### src/rtl/lsu_pkg.sv
// Shared definitions for the load/store unit: funct3 encodings, FSM states
// and the alignment rule used at request decode.
package lsu_pkg;

  localparam logic [2:0] F3_B  = 3'b000;
  localparam logic [2:0] F3_H  = 3'b001;
  localparam logic [2:0] F3_W  = 3'b010;
  localparam logic [2:0] F3_BU = 3'b100;
  localparam logic [2:0] F3_HU = 3'b101;

  typedef enum logic [2:0] {
    IDLE,
    LOAD,
    STORE_RD,
    STORE_WR,
    RESP,
    ERR
  } lsu_state_t;

  function automatic logic is_misaligned(input logic [2:0] funct3, input logic [1:0] offset);
    case (funct3)
      F3_H, F3_HU: return offset[0];
      F3_W:        return offset != 2'b00;
      default:     return 1'b0;
    endcase
  endfunction

endpackage

### src/rtl/lsu_align.sv
// Combinational lane logic: load extraction with sign/zero extension and
// byte/halfword merge of store data into an existing memory word.
module lsu_align
  import lsu_pkg::*;
(
  input  logic [31:0] rdata,
  input  logic [1:0]  offset,
  input  logic [2:0]  funct3,
  input  logic [31:0] wdata,
  output logic [31:0] load_data,
  output logic [31:0] store_data
);

  logic [31:0] shifted;

  always_comb begin
    shifted = rdata >> {offset, 3'b000};
    case (funct3)
      F3_B:    load_data = {{24{shifted[7]}}, shifted[7:0]};
      F3_H:    load_data = {{16{shifted[15]}}, shifted[15:0]};
      F3_BU:   load_data = {24'd0, shifted[7:0]};
      F3_HU:   load_data = {16'd0, shifted[15:0]};
      default: load_data = rdata;
    endcase
  end

  // Only the addressed lanes change; the rest of the old word is kept.
  always_comb begin
    store_data = rdata;
    case (funct3)
      F3_B:    store_data[{offset, 3'b000} +: 8]  = wdata[7:0];
      F3_H:    store_data[{offset[1], 4'b0000} +: 16] = wdata[15:0];
      default: store_data = wdata;
    endcase
  end

endmodule

### src/rtl/load_store_unit.sv
// RV32I load/store unit: one byte-addressed request at a time, issued to a
// word-addressed memory with read-modify-write for sub-word stores.
module load_store_unit
  import lsu_pkg::*;
#(
  parameter int ADDR_W = 12
) (
  input  logic              clk,
  input  logic              rst_n,
  input  logic              req_valid,
  output logic              req_ready,
  input  logic              req_store,
  input  logic [2:0]        req_funct3,
  input  logic [31:0]       req_addr,
  input  logic [31:0]       req_wdata,
  output logic              resp_valid,
  output logic              resp_err,
  output logic [31:0]       resp_rdata,
  output logic [ADDR_W-1:0] mem_addr,
  output logic [31:0]       mem_wdata,
  output logic              mem_we,
  output logic [1:0]        mem_byte_sel,
  input  logic [31:0]       mem_rdata
);

  lsu_state_t  state;
  logic [2:0]  funct3_reg;
  logic [15:0] wdata_half_reg;
  logic [31:0] merge_reg;

  logic        illegal_f3;
  logic        out_of_range;
  logic        req_err;
  logic [31:0] load_data;
  logic [31:0] store_data;

  assign illegal_f3   = (req_funct3 == 3'b011) || (req_funct3 == 3'b110) ||
                        (req_funct3 == 3'b111) || (req_store && req_funct3[2]);
  assign out_of_range = |req_addr[31:ADDR_W+2];
  assign req_err      = illegal_f3 || out_of_range || is_misaligned(req_funct3, req_addr[1:0]);

  assign mem_wdata = merge_reg;

  lsu_align u_align (
    .rdata      (mem_rdata),
    .offset     (mem_byte_sel),
    .funct3     (funct3_reg),
    .wdata      ({16'd0, wdata_half_reg}),
    .load_data  (load_data),
    .store_data (store_data)
  );

  // mem_addr/mem_byte_sel double as the registered request address.
  always_ff @(posedge clk or negedge rst_n) begin
    if (!rst_n) begin
      state          <= IDLE;
      funct3_reg     <= 3'd0;
      wdata_half_reg <= 16'd0;
      merge_reg      <= 32'd0;
      req_ready      <= 1'b1;
      resp_valid     <= 1'b0;
      resp_err       <= 1'b0;
      resp_rdata     <= 32'd0;
      mem_addr       <= '0;
      mem_byte_sel   <= 2'd0;
      mem_we         <= 1'b0;
    end else begin
      case (state)
        IDLE: begin
          if (req_valid) begin
            funct3_reg     <= req_funct3;
            wdata_half_reg <= req_wdata[15:0];
            mem_addr       <= req_addr[ADDR_W+1:2];
            mem_byte_sel   <= req_addr[1:0];
            req_ready      <= 1'b0;
            if (req_err) begin
              resp_valid <= 1'b1;
              resp_err   <= 1'b1;
              state      <= ERR;
            end else if (!req_store) begin
              state <= LOAD;
            end else if (req_funct3 == F3_W) begin
              merge_reg <= req_wdata;
              mem_we    <= 1'b1;
              state     <= STORE_WR;
            end else begin
              state <= STORE_RD;
            end
          end
        end
        LOAD: begin
          resp_rdata <= load_data;
          resp_valid <= 1'b1;
          state      <= RESP;
        end
        STORE_RD: begin
          merge_reg <= store_data;
          mem_we    <= 1'b1;
          state     <= STORE_WR;
        end
        STORE_WR: begin
          mem_we     <= 1'b0;
          resp_valid <= 1'b1;
          state      <= RESP;
        end
        RESP, ERR: begin
          resp_valid   <= 1'b0;
          resp_err     <= 1'b0;
          resp_rdata   <= 32'd0;
          req_ready    <= 1'b1;
          mem_addr     <= '0;
          mem_byte_sel <= 2'd0;
          state        <= IDLE;
        end
        default: state <= IDLE;
      endcase
    end
  end

endmodule

### config.mk
export PLATFORM = sky130hd
export DESIGN_NAME = load_store_unit
export DESIGN_NICKNAME = d
export VERILOG_FILES = /design/src/rtl/lsu_pkg.sv /design/src/rtl/lsu_align.sv /design/src/rtl/load_store_unit.sv
export SDC_FILE = /design/constraint.sdc
export NUM_CORES = 1
export LEC_CHECK = 0
export CORE_MARGIN = 2
export CORE_UTILIZATION = 43
export CTS_CLUSTER_SIZE = 14
export DETAILED_ROUTE_END_ITERATION = 8
export GPL_TIMING_DRIVEN = 0
export PLACE_DENSITY = 0.78
export SYNTH_ARGS = -nofsm -noshare
export SYNTH_HDL_FRONTEND = slang
export SYNTH_SLANG_ARGS = --single-unit
### constraint.sdc
create_clock -name clk -period 2.21 [get_ports clk]
set_input_delay 0.442 -clock clk [delete_from_list [all_inputs] [get_ports clk]]
set_output_delay 0.442 -clock clk [all_outputs]
set_load 0.01 [all_outputs]
==> impl_metrics.ini, run 1 <==
[timing]
fmax_mhz = 475.0
min_period_ns = 2.105
tns_ns = 0
worst_slew_pin_slew_ns = 0.7647
min_period_over_period_pct = 95.27
fin_skew_ns = 0.006094
fin_ws_ns = 0.1046
setup_viol = 0
slew_headroom_pct = 49.02
slew_viol_final = 0
hold_viol = 0

[synthesis]
synth.yosys.warnings = 0
synth_top_family_by_area = compound AO/OA/AOI/OAI gates
synth_area_per_cell_sq_um = 10.12
synth_edf_count = 0
syn-instance-count = 573
async_flop_share_pct = 100.0
syn_nets = 681
synthDistinctLibCells = 58
ys_seq_elements = 104
synth_mux_area_share_pct = 11.63
syn_area_sq_mm = 0.005797
yosys.area_share.simple_pct = 12.20
synth_compound_area_share_pct = 24.48
yosys_most_used_dff = dfrtp_1
ys_seq_area_share_pct = 44.92
synthAdderAreaFrac_pct = 1.079
synthXorXnorAreaFrac_pct = 0.1511

[place]
dp_cells = 934
place_area_sq_mm = 0.007910
routabilityCongestion = 0.9829
port_buffers = 184
hpwl_microns = 15440
dp_slack_ns = -0.3237

[critical_path]
cp_cell_sequence = clkinvlp_4, ha_4, nor4b_1, or3_1, buf_6, a221oi_2, nor2_1, mux2_2
crit_fanout = 8
cp_num_buf_inv = 2
crit_path_end_kind = register
critPathArrivalTime_ns = 2.35
crit_family = flip-flops
max_stage_delay_ns = 0.44
required_ns = 2.45
start_kind = register
cpMaxStageDelayCell = dfrtp_2
path_class = reg -> reg

[pwr]
power.density_mw_per_mm2 = 727.5
ir_drop_v = 0.0004441
p_leak_uw = 0.003575

[layout]
design_area_sq_mm = 0.008317
final_cells = 956
synthToLayoutAreaGrowth_pct = 43.47
nets = 884
final_layout_size_suffix_gt1_share_pct = 16.28
diodes = 0
post-route-util_pct = 63.05

[clock_network]
cts_buffers = 9
cts.reportedPaths.clkPinSlew_ns = 0.07
htreeDepth = 3
cts.sinks = 104
cts_tree = built
cts_root_buf = clkbuf_16
ctsLongestPathBuffers = 2
clkLatencyLatePin_ns = 0.36

[run_status]
status = finished, final reports clean

[flow_run]
max_cap_violations = 0

[floorplanning]
coreArea_sq_mm = 0.01319
initial_core_util_pct = 43.95
core.rowCount = 42
die_height_microns = 120.1
dieArea_sq_mm = 0.01443
ios = 185
die_x_microns = 120.1

[grt]
grt_util_met3_pct = 6.131
gr-total-overflow = 0
grt_pass1_wl_microns = 30410
grt_use_met2_pct = 43.75
busiest_layer = met2
use_met1_pct = 38.44
grt_max_degree = 60
grtUsageTotal_pct = 27.80
antenna_found_initial = 0
first_global_vias = 5451

[routing]
num_vias = 5471
drt_pass1_iterations = 6
wl_per_cell_microns = 20.53
antenna_left = 0
drc = 0
dr.first_iter.drc_count = 481
vias_per_cell = 5.723
wl_microns = 19630

[min_path]
hp-class = in -> async
==> synthesized netlist by cell type (7+ instances only) <==
library cell / instances / area, sq um
a22oi_1: 11 / 82.58
o2111ai_1: 7 / 61.31
a221oi_1: 9 / 78.83
a221oi_2: 12 / 180.2
a22o_1: 43 / 376.6
a21oi_1: 40 / 200.2
nand2b_1: 14 / 87.58
clkbuf_1: 19 / 71.32
o21ai_0: 41 / 205.2
buf_2: 11 / 55.05
nand2_1: 65 / 244.0
inv_1: 22 / 82.58
nor2_1: 33 / 123.9
nor2b_1: 7 / 43.79
mux2i_1: 19 / 190.2
mux2_2: 42 / 473.0
dfrtp_1: 103 / 2577
==> layout by cell type (no fill, tap or decap), types with 10 or more instances in the layout <==
cell / n
a21oi_1: 40
a221oi_2: 12
a22o_1: 43
a22oi_1: 11
buf_2: 10
buf_4: 15
clkbuf_1: 16
clkdlybuf4s50_1: 183
dfrtp_1: 101
inv_1: 20
mux2_2: 42
mux2i_1: 19
nand2_1: 65
nand2b_1: 14
nor2_1: 31
o21ai_0: 41
==> path summary, 6_finish.rpt <==
| check | from | endpoint | slack (ns) | cells past startpoint |
|---|---|---|---|---|
| worst max-delay path | mem_byte_sel[0] | mem_wdata[6] | 0.10 | 8 |
| min in group clk | resp_rdata[15] | resp_rdata[15] | 0.48 | 2 |
| worst min-delay path | rst_n | mem_wdata[11] | 0.15 | 1 |
| worst min register to register | resp_rdata[15] | resp_rdata[15] | 0.48 | 2 |
| max in group asynchronous | rst_n | resp_rdata[20] | 1.37 | 2 |
| worst max register to register | mem_byte_sel[0] | mem_wdata[6] | 0.10 | 8 |
==> power by group <==
group / leakage [uW] / total [uW] / switching, uW / internal [uW]
clock: 0.000144 / 1570 / 690 / 879
combinational: 0.00210 / 2010 / 1020 / 990
sequential: 0.00133 / 2470 / 285 / 2190
total: 0.00357 / 6050 / 1990 / 4060
==> metrics by stage <==
stage	hold slack [ns]	total power, uW
global route	0.2163	6333
global placement	0.4511	4381
finish	0.1474	6050
detailed placement	0.4641	4426
CTS	0.1805	6012
floorplan	0.1464	3448
==> area by class of cell <==
| cell class | count | area (sq um) |
|---|---|---|
| Sequential cell | 104 | 2606 |
| Clock inverter | 2 | 12.51 |
| Tap cell | 176 | 220.2 |
| Clock buffer | 13 | 280.3 |
| Multi-Input combinational cell | 404 | 2928 |
| Timing Repair Buffer | 195 | 1942 |
| Fill cell | 1099 | 4873 |
| Buffer | 40 | 241.5 |
| Inverter | 22 | 86.33 |
==> worst register-to-register path, cell delays in order, from the launching register on <==
cell and delay (ns):
dfrtp_2 0.44, clkinvlp_4 0.16, ha_4 0.30, nor4b_1 0.04, or3_1 0.33, buf_6 0.16, a221oi_2 0.23, nor2_1 0.07
mux2_2 0.25
==> per-layer routing <==
layer	part of all wire [%]	up-vias
met3	8.5	27
met1	42	2689
met5	0	-
met4	1.8	0
li1	-	2511
met2	48	244
==> logic make-up after synthesis <==
| logic type | after synthesis |
|---|---|
| mux | 62 |
| compound gates | 191 |
| buf+inv | 65 |
| simple gates | 145 |
| flops | 104 |
| fa+ha+maj | 5 |
| xor+xnor | 1 |
==> repair_timing <==
item	in CTS	in global routing
setup buffers	3	7
cloned	0	0
resized for setup	6	11
hold buffers	0	0
endpoints found under the setup margin	31	37
endpoints found under the hold margin	0	0
pin swaps	0	3
No activity file was read; power rests on OpenSTA's default activity.
==> run 2, diff against run 1 <==
==> constraint.sdc (replaced) <==
create_clock -name clk -period 1.7 [get_ports clk]
set_input_delay 0.34 -clock clk [delete_from_list [all_inputs] [get_ports clk]]
set_output_delay 0.34 -clock clk [all_outputs]
set_load 0.01 [all_outputs]
==> run 2 against run 1 <==
  * The flow now finishes with violations (negative setup slack)
  * Die area is the same
  * Fmax decreased by 0.70%
  * Critical endpoint is now mem_wdata[1]
  * First-iteration DRC count grew 12%
  * Combinational power increased by 51%
  * Flip-flop and latch count did not move
  * Final cell count grew 2.5%
  * Clock power up 59%
  * Clock-buffer cell count shrank 4
  * Via count up 5.6%
  * Routed wire length rose by 9.3%
  * Power grew 45%
  * Sequential power increased by 31%
==> impl_metrics.ini, run 2 (synthesis gave the netlist of run 1 again) <==
[clock_network]
cts.reportedPaths.clkPinSlew_ns = 0.07
htreeDepth = 3
cts_tree = built
clkLatencyLatePin_ns = 0.35
cts_root_buf = clkbuf_16
cts_buffers = 9
ctsLongestPathBuffers = 2
cts.sinks = 104

[floorplanning]
dieArea_sq_mm = 0.01443
initial_core_util_pct = 43.95
die_height_microns = 120.1
coreArea_sq_mm = 0.01319
core.rowCount = 42
ios = 185
die_x_microns = 120.1

[pwr]
p_total_uw = 8783
ir_drop_v = 0.0006490
power.density_mw_per_mm2 = 953.9
p_leak_uw = 0.004118

[critical_path]
critPathArrivalTime_ns = 2.37
rr_worst_depth = 9
required_ns = 1.94
max_stage_delay_ns = 0.47
start_kind = register
cp_cell_sequence = buf_6, buf_12, inv_8, ha_4, nor4b_4, or3_4, a221oi_4, nor2_2, mux2_4
crit_fanout = 8
crit_path_end_kind = register
path_class = reg -> reg
cpMaxStageDelayCell = or3_4

[layout]
design_area_sq_mm = 0.009208
diodes = 0
n_fill_cell = 948
final_layout_size_suffix_gt1_share_pct = 28.23
layout_commonest_cell = clkdlybuf4s50_1
nets = 908
synthToLayoutAreaGrowth_pct = 58.84
layout_common_cells = clkdlybuf4s50_1, dfrtp_1, nand2_1, a22o_1

[grt]
grt_max_degree = 62
grt_pass1_wl_microns = 32370
grtUsageTotal_pct = 29.16
gr-total-overflow = 0
antenna_found_initial = 0
first_global_vias = 5752

[routing]
antenna_left = 0
dr.first_iter.drc_count = 541
drc = 0
num_vias = 5777
vias_per_cell = 5.895
wl_per_cell_microns = 21.89
drt_pass1_iterations = 5
wl_microns = 21450

[timing]
hold_viol = 0
setup_viol = 56
min_period_ns = 2.120
fin_ws_ns = -0.4202
slew_headroom_pct = 42.76
min_period_over_period_pct = 124.7
rsz0062_at_grt = yes
fin_skew_ns = 0.006387
fmax_mhz = 471.6
worst_slew_pin_slew_ns = 0.8587
slew_viol_final = 0

[min_path]
hp-class = in -> reg
hold_depth = 3

[place]
hpwl_microns = 15590
place_area_sq_mm = 0.007953
routabilityCongestion = 0.9334
port_buffers = 184

[run_status]
status = complete, but fails checks
violations = negative setup slack

[flow_run]
max_cap_violations = 0
[run 2: cell count changes in the layout (fill, tap and decap cells not counted), moves of 13 or more]
| cell | change |
|---|---|
| o21ai_1 | +16 |
| mux2_4 | +13 |
| dlymetal6s2s_1 | +21 |
| o21ai_0 | -16 |
| a21oi_1 | -28 |
| a21oi_2 | +28 |
| clkbuf_1 | -13 |
| clkdlybuf4s50_1 | -24 |
| buf_6 | +15 |
[run 2: metal layers]
| layer | global-route usage, % | wire length [microns] | vias to the layer above |
|---|---|---|---|
| li1 | - | - | 2572 |
| met1 | 39.37 | 9100 | 2862 |
| met2 | 46.84 | 10140 | 303 |
| met3 | 6.369 | 1728 | 40 |
| met4 | 9.118 | 478 | 0 |
| met5 | 0 | 0 | - |
[run 2: through the flow]
step	cells	TNS, ns	hold WS [ns]	setup WS (ns)	util, %
2_1_floorplan	573	-8.676	0.04441	-0.4812	-
6_report	980	-15.86	0.3084	-0.4202	69.81
3_5_place_dp	934	-43.46	0.3770	-0.7114	60.29
5_1_grt	980	-20.11	0.3454	-0.4859	69.81
3_3_place_gp	933	-400.19	0.4510	-3.481	60.10
4_1_cts	971	-12.64	0.4767	-0.4461	66.78
[run 2: path summary, 6_finish.rpt]
kind,startpoint,end,slack [ns]
setup reg to reg,mem_byte_sel[1],mem_wdata[1],-0.42
hold reg to reg,resp_rdata[0],resp_rdata[0],0.47
hold / removal,req_addr[0],mem_byte_sel[0],0.31
min in group asynchronous,rst_n,resp_err,0.52
setup / recovery,mem_byte_sel[1],mem_wdata[1],-0.42
max in group asynchronous,rst_n,resp_rdata[24],0.47
[run 2: critical path, delay by kind of cell, from the launching register on]
family	cells	cell delay (ns)
AND/OR/NAND/NOR	3	0.57
flip-flops	1	0.37
adder cells (fa/ha/maj)	1	0.27
AO/OA/AOI/OAI	1	0.27
multiplexers	1	0.27
buffers and inverters	3	0.24
[run 2: cell type report]
| class | count | area, sq um | share of cell area (%) |
|---|---|---|---|
| buffer | 39 | 325.3 | 3.533 |
| clock buffer | 9 | 225.2 | 2.446 |
| tap | 176 | 220.2 | 2.392 |
| clock inverter | 6 | 132.6 | 1.440 |
| timing repair buffer | 220 | 2227 | 24.19 |
| sequential | 104 | 2608 | 28.32 |
| multi-input combinational | 404 | 3376 | 36.66 |
| inverter | 22 | 93.84 | 1.019 |
[run 2: repair_timing]
item                                   in CTS  in global routing
gates cloned                                0                  1
pin swaps                                  39                 33
gates resized for setup                    98                 89
hold buffers                                1                  0
endpoints found under the hold margin       6                  0
setup buffers                              23                 13
setup endpoints to repair                  92                 96
[run 2: power breakdown]
part           leakage, uW  switching, uW  internal (uW)  total, uW
sequential         0.00133            396           2840       3240
combinational      0.00261           1540           1500       3040
clock             0.000171            926           1580       2500
total              0.00412           2860           5920       8780
